[src/rtl/div_ctrl.sv]
// Multi-cycle restoring divider for DIV/DIVU in EX: latches operands, runs one
// shift/subtract step per cycle, sign-corrects and returns {remainder, quotient}.
module div_ctrl #(
    parameter int unsigned DATA_W = 32
) (
    input  logic                  clk,
    input  logic                  rst,
    input  logic                  start,
    input  logic                  signed_div,
    input  logic [DATA_W-1:0]     dividend,
    input  logic [DATA_W-1:0]     divisor,
    input  logic                  annul,
    output logic [2*DATA_W-1:0]   result,
    output logic                  ready,
    output logic                  stall
);

    localparam int unsigned CNT_W = $clog2(DATA_W);

    typedef enum logic [1:0] {FREE, BYZERO, ON, END} state_t;

    state_t                state, state_n;
    logic [CNT_W-1:0]      cnt, cnt_n;
    logic [DATA_W-1:0]     rem, rem_n;
    logic [DATA_W-1:0]     quo, quo_n;
    logic [DATA_W-1:0]     dvs, dvs_n;
    logic                  dvd_neg, dvd_neg_n;
    logic                  quo_neg, quo_neg_n;
    logic                  sgn, sgn_n;
    logic                  ready_n;
    logic [2*DATA_W-1:0]   result_n;

    // One restoring step: shifted partial remainder is DATA_W+1 bits wide
    logic [DATA_W:0]       rem_sh;
    logic                  fits;
    logic [DATA_W-1:0]     rem_step, quo_step, quo_fix, rem_fix;

    assign rem_sh   = {rem, quo[DATA_W-1]};
    assign fits     = (rem_sh >= {1'b0, dvs});
    assign rem_step = fits ? (rem_sh[DATA_W-1:0] - dvs) : rem_sh[DATA_W-1:0];
    assign quo_step = {quo[DATA_W-2:0], fits};
    assign quo_fix  = (quo_neg && sgn) ? -quo_step : quo_step;
    assign rem_fix  = (dvd_neg && sgn) ? -rem_step : rem_step;

    assign stall = start & ~ready;

    always_ff @(posedge clk or posedge rst) begin
        if (rst) begin
            state   <= FREE;
            cnt     <= '0;
            rem     <= '0;
            quo     <= '0;
            dvs     <= '0;
            dvd_neg <= 1'b0;
            quo_neg <= 1'b0;
            sgn     <= 1'b0;
            ready   <= 1'b0;
            result  <= '0;
        end else begin
            state   <= state_n;
            cnt     <= cnt_n;
            rem     <= rem_n;
            quo     <= quo_n;
            dvs     <= dvs_n;
            dvd_neg <= dvd_neg_n;
            quo_neg <= quo_neg_n;
            sgn     <= sgn_n;
            ready   <= ready_n;
            result  <= result_n;
        end
    end

    always_comb begin
        state_n   = state;
        cnt_n     = cnt;
        rem_n     = rem;
        quo_n     = quo;
        dvs_n     = dvs;
        dvd_neg_n = dvd_neg;
        quo_neg_n = quo_neg;
        sgn_n     = sgn;
        ready_n   = ready;
        result_n  = result;

        unique case (state)
            FREE: begin
                if (start && !annul) begin
                    if (divisor == '0) begin
                        state_n = BYZERO;
                    end else begin
                        state_n   = ON;
                        dvs_n     = (signed_div && divisor[DATA_W-1]) ? -divisor : divisor;
                        quo_n     = (signed_div && dividend[DATA_W-1]) ? -dividend : dividend;
                        rem_n     = '0;
                        cnt_n     = '0;
                        dvd_neg_n = dividend[DATA_W-1];
                        quo_neg_n = dividend[DATA_W-1] ^ divisor[DATA_W-1];
                        sgn_n     = signed_div;
                    end
                end
            end
            BYZERO: begin
                if (annul) begin
                    state_n = FREE;
                end else begin
                    state_n  = END;
                    result_n = '0;
                end
            end
            ON: begin
                if (annul) begin
                    state_n = FREE;
                end else begin
                    rem_n = rem_step;
                    quo_n = quo_step;
                    cnt_n = cnt + 1'b1;
                    if (cnt == CNT_W'(DATA_W - 1)) begin
                        state_n  = END;
                        result_n = {rem_fix, quo_fix};
                    end
                end
            end
            END: begin
                // Hold ready while EX keeps start high; release on its fall
                if (start) begin
                    ready_n = 1'b1;
                end else begin
                    state_n = FREE;
                    ready_n = 1'b0;
                end
            end
            default: state_n = FREE;
        endcase
    end

endmodule

[config.mk]
export PLATFORM = sky130hd
export DESIGN_NAME = div_ctrl
export DESIGN_NICKNAME = d
export VERILOG_FILES = /design/src/rtl/div_ctrl.sv
export SDC_FILE = /design/constraint.sdc
export NUM_CORES = 1
export LEC_CHECK = 0
export BUFFER_PORTS_ARGS = -buffer_cell sky130_fd_sc_hd__buf_2
export CORE_MARGIN = 10
export CORE_UTILIZATION = 36
export DETAILED_ROUTE_END_ITERATION = 7
export HOLD_SLACK_MARGIN = 0.05
export PLACE_DENSITY = 0.59
export SLEW_MARGIN = 25
export SYNTH_ARGS = -nofsm -noshare
export SYNTH_HDL_FRONTEND = slang
export SYNTH_SLANG_ARGS = --single-unit
[constraint.sdc]
create_clock -name clk -period 13 [get_ports clk]
set_input_delay 3.9 -clock clk [delete_from_list [all_inputs] [get_ports clk]]
set_output_delay 3.9 -clock clk [all_outputs]
set_load 0.05 [all_outputs]
==> reports/metrics.json <==
{
  "status": {"value": "finished clean"},
  "detail_route.wl_per_cell": {"value": 18.2, "unit": "um"},
  "netSwitchingPower": {"value": 1.25, "unit": "mW"},
  "drt_first_pass_iters": {"value": 4},
  "power_frac_seq": {"value": 28.9, "unit": "%"},
  "rows": {"value": 66},
  "post-route-drc-count": {"value": 0},
  "crit_required": {"value": 9.10, "unit": "ns"},
  "worstSetupPathType": {"value": "primary input to output port"},
  "maxCapViolations": {"value": 0},
  "synth-simple-area-share": {"value": 21.2, "unit": "%"},
  "crit_slowest_cell": {"value": "sky130_fd_sc_hd__buf_2"},
  "ctsHtreeMaxLevel": {"value": 4},
  "hold_class": {"value": "register to register"},
  "largest_net_degree_at_the_start_of_global_routing": {"value": 108},
  "synth_sequential_area_ratio": {"value": 35.5, "unit": "%"},
  "place.gp.congestion": {"value": 0.907},
  "grt_first_pass_wirelength": {"value": 57400, "unit": "um"},
  "clk_pin_slew_worst_paths": {"value": 0.08, "unit": "ns"},
  "synth_seq_cells": {"value": 171},
  "asyncSetResetFlopFracSynth": {"value": 100, "unit": "%"},
  "critPathCaptureType": {"value": "output port"},
  "ioPinCount": {"value": 135},
  "fin_tns_setup": {"value": 0, "unit": "ns"},
  "synth_mux_area_share": {"value": 3.01, "unit": "%"},
  "number_of_standard_cells_after_synthesis": {"value": 1454},
  "power_leakage": {"value": 6.04, "unit": "nW"},
  "buffer_ports.inserted": {"value": 134},
  "synth_xor_xnor_area_share": {"value": 9.74, "unit": "%"},
  "vias_per_cell": {"value": 5.51},
  "synth_top_cell_area_share": {"value": 35.5, "unit": "%"},
  "ctsResizeCount": {"value": 0},
  "synth_area_per_cell": {"value": 8.29, "unit": "um2"},
  "worst_slew_pin_slew": {"value": 1.10, "unit": "ns"},
  "first_global_vias": {"value": 10300},
  "nFillCells": {"value": 3369},
  "cp_cell_sequence": {"value": "buf_2 > nor2b_1 > buf_2"},
  "post_synth_num_cell_types": {"value": 78},
  "crit_arrival": {"value": 4.41, "unit": "ns"},
  "maxSlewViolCount": {"value": 0},
  "final_hold_viol_count": {"value": 0},
  "post_cts_buffers": {"value": 0},
  "clkSinkCount": {"value": 171},
  "synthesis.yosys.warnings": {"value": 0},
  "pd_cells": {"value": 198, "unit": "nW/um2"},
  "power.switching_fraction": {"value": 46.3, "unit": "%"},
  "global_route.overflow_total": {"value": 0},
  "comb_power_share": {"value": 51.3, "unit": "%"},
  "share_of_post_route_cells_with_drive_strength_above_1": {"value": 13.6, "unit": "%"},
  "placed_cells": {"value": 1952},
  "cpPeakStageDelay": {"value": 0.26, "unit": "ns"},
  "report.power.total": {"value": 2.70, "unit": "mW"},
  "design.final.nets": {"value": 1642},
  "synth_fa_ha_area_share": {"value": 4.63, "unit": "%"},
  "final_cell_utilization_of_the_core": {"value": 41.6, "unit": "%"},
  "dr_total_vias": {"value": 10900},
  "startpoint_type": {"value": "primary input"},
  "clockBufferDepth": {"value": 2},
  "antenna_found_initial": {"value": 0},
  "clk_root_buffer_cell": {"value": "sky130_fd_sc_hd__clkbuf_16"},
  "dr.first_iter.drc_count": {"value": 685},
  "syn_to_final_growth": {"value": 13.3, "unit": "%"},
  "antennaDiodeCount": {"value": 0},
  "detailed_place_hpwl": {"value": 27600, "unit": "um"},
  "synthesis.area": {"value": 12000, "unit": "um2"},
  "synth-main-ff-cell": {"value": "sky130_fd_sc_hd__dfrtp_1"},
  "cts_buffers": {"value": 17},
  "power.clock.fraction": {"value": 19.7, "unit": "%"},
  "max_freq": {"value": 0.120, "unit": "GHz"},
  "internal_power": {"value": 1.45, "unit": "mW"},
  "rsz_0062_raised_after_global_routing": {"value": "false"},
  "synth-edff-count": {"value": 0},
  "synth.net_count": {"value": 1567},
  "floorplan.initialDensity": {"value": 36.8, "unit": "%"},
  "die_w": {"value": 203, "unit": "um"},
  "critical_path_peak_fanout": {"value": 5},
  "max_clock_skew": {"value": 0.0174, "unit": "ns"},
  "instances_no_fill": {"value": 1984},
  "seq_area": {"value": 4280, "unit": "um2"},
  "gr_usage_total": {"value": 17.2, "unit": "%"},
  "final_min_period_over_clock_period": {"value": 63.9, "unit": "%"},
  "worstSkewPairLatency": {"value": 0.45, "unit": "ns"},
  "largest_family_of_logic_cells_by_synthesized_area": {"value": "compound AO/OA/AOI/OAI gates"},
  "setup_viol": {"value": 0},
  "antenna_violating_nets_post_route": {"value": 0},
  "compound_gate_fraction_of_synth_area": {"value": 21.3, "unit": "%"},
  "core_area": {"value": 32800, "unit": "um2"},
  "tritoncts": {"value": "built"},
  "cts-hold-fix-buffers": {"value": 0},
  "vdd.ir_drop.worst": {"value": 102, "unit": "uV"},
  "synth.area.top_cells": {"value": "sky130_fd_sc_hd__dfrtp_1 36%, sky130_fd_sc_hd__o21ai_0 7.1%, sky130_fd_sc_hd__nand2_1 5.6%, sky130_fd_sc_hd__xor2_1 5.5%, sky130_fd_sc_hd__ha_1 4.5%"},
  "critical_path.most_common_cell": {"value": "sky130_fd_sc_hd__buf_2"},
  "slew_headroom": {"value": 26.0, "unit": "%"},
  "totalWireLength": {"value": 36200, "unit": "um"},
  "die_y": {"value": 203, "unit": "um"},
  "netlist.top_cell.by_area": {"value": "sky130_fd_sc_hd__dfrtp_1"},
  "multi_input_area": {"value": 7230, "unit": "um2"},
  "die_area": {"value": 41200, "unit": "um2"},
  "period_minus_slack": {"value": 8.31, "unit": "ns"}
}
kinds of logic after synthesis:
| group | count (synthesis) |
|---|---|
| simple gates | 527 |
| buf+inv | 140 |
| compound gates | 403 |
| mux | 35 |
| flops | 171 |
| xor+xnor | 134 |
| fa+ha+maj | 44 |
area by class of cell:
| type | count | share of cell area (%) |
|---|---|---|
| clock buffer | 18 | 3.22 |
| tap | 442 | 4.05 |
| inverter | 53 | 1.51 |
| timing repair buffer | 143 | 5.56 |
| clock inverter | 14 | 1.29 |
| multi-input combinational | 1143 | 53.0 |
| sequential | 171 | 31.4 |
worst max-delay path, delay by kind of cell:
| family | cells | cell delay [ns] |
|---|---|---|
| AND/OR/NAND/NOR | 1 | 0.12 |
| buffers and inverters | 2 | 0.38 |
synth_stat cells (all sizes together) (4+ instances only):
cell / instances
a31oi: 14
nand2: 181
buf: 23
a21oi: 84
nor3b: 4
o41ai: 8
and4: 4
xnor2: 58
nor3: 36
and2: 22
and3: 7
o21ai: 175
or4: 13
nor2: 111
xor2: 76
ha: 43
clkbuf: 64
inv: 53
nand4: 18
mux2: 10
or3: 22
nand3: 55
a221oi: 6
a21o: 11
o31a: 6
dfrtp: 171
o31ai: 22
o211ai: 5
a221o: 32
nand3b: 6
o21bai: 5
nand2b: 7
a211oi: 7
nor2b: 6
mux2i: 25
nor4: 21
a21boi: 6
path summary, 6_finish.rpt:
check	end	start	depth (start not counted)	slack (ns)
worst max-delay path	stall	start	3	4.69
worst min-delay path	result[17]$_DFFE_PP0P_	result[17]$_DFFE_PP0P_	2	0.48
worst max register to register	result[54]$_DFFE_PP0P_	rem[21]$_DFFE_PP0P_	18	6.78
worst min register to register	result[17]$_DFFE_PP0P_	result[17]$_DFFE_PP0P_	2	0.48
max in group asynchronous	quo[27]$_DFFE_PP0P_	rst	3	8.06
min in group asynchronous	result[62]$_DFFE_PP0P_	rst	2	3.60
per-layer routing:
layer	GRT usage [%]	share of wire [%]	vias up
li1	-	-	5357
met3	3.20	6.1	33
met2	25.1	43	322
met1	25.3	50	5211
met4	4.56	1.2	0
met5	0	0	-
registers in the layout, summed over array words and instances (netlist names):
name / count
cnt: 5
quo: 32
dvs: 32
sgn: 1
quo_neg: 1
state: 2
rem: 32
ready: 1
result: 64
dvd_neg: 1
per-stage QoR:
step                      hold WS [ns]  worst slack, ns  cell area [um2]
after global placement           0.459             4.66            13000
after floorplan                  0.485             4.47            12000
final                            0.477             4.69            13600
after global routing             0.507             4.63            13600
after CTS                        0.483             4.67            13600
after detailed placement         0.465             4.67            13000
cells in the final DEF, fill, tap and decap left out, types with 4 or more instances in the layout:
master                      synthesis  routed
sky130_fd_sc_hd__dfrtp_1          171     171
sky130_fd_sc_hd__nand2b_1           7       6
sky130_fd_sc_hd__a21o_1            11      11
sky130_fd_sc_hd__inv_1             52      51
sky130_fd_sc_hd__or3_1             21      20
sky130_fd_sc_hd__o21ai_0          172     172
sky130_fd_sc_hd__o31a_1             6       6
sky130_fd_sc_hd__xnor2_1           58      58
sky130_fd_sc_hd__and3_1             7       7
sky130_fd_sc_hd__nand3b_1           6       6
sky130_fd_sc_hd__buf_2             15     134
sky130_fd_sc_hd__a21oi_1           83      82
sky130_fd_sc_hd__nor3_1            36      36
sky130_fd_sc_hd__o41ai_1            8       8
sky130_fd_sc_hd__xor2_1            76      76
sky130_fd_sc_hd__o21bai_1           5       5
sky130_fd_sc_hd__buf_4              3       8
sky130_fd_sc_hd__clkinv_8           0       4
sky130_fd_sc_hd__o31ai_1           20      20
sky130_fd_sc_hd__nor4_1            21      21
sky130_fd_sc_hd__mux2i_1           25      25
sky130_fd_sc_hd__a211oi_1           7       7
sky130_fd_sc_hd__or4_1             13      13
sky130_fd_sc_hd__and2_1            19      19
sky130_fd_sc_hd__nand4_1           17      17
sky130_fd_sc_hd__o211ai_1           4       4
sky130_fd_sc_hd__nand3_1           55      55
sky130_fd_sc_hd__a21boi_0           6       6
sky130_fd_sc_hd__clkbuf_16          0      17
sky130_fd_sc_hd__a221oi_1           6       6
sky130_fd_sc_hd__mux2_2            10      10
sky130_fd_sc_hd__nor2_1           110     110
sky130_fd_sc_hd__and4_1             4       4
sky130_fd_sc_hd__a221o_1           32      32
sky130_fd_sc_hd__nand2_1          180     179
sky130_fd_sc_hd__a31oi_1           14      14
sky130_fd_sc_hd__nor2b_1            6       6
sky130_fd_sc_hd__ha_1              43      43
sky130_fd_sc_hd__inv_8              0       4
power groups by stage:
stage / Clock, mW / Sequential (mW) / Combinational, mW
global route: 0.568 / 0.801 / 1.54
finish: 0.533 / 0.783 / 1.39
global placement: 0 / 0.787 / 1.35
floorplan: 0 / 0.749 / 1.06
CTS: 0.545 / 0.779 / 1.38
detailed placement: 0 / 0.789 / 1.37
(Power assumes the default switching activity.)
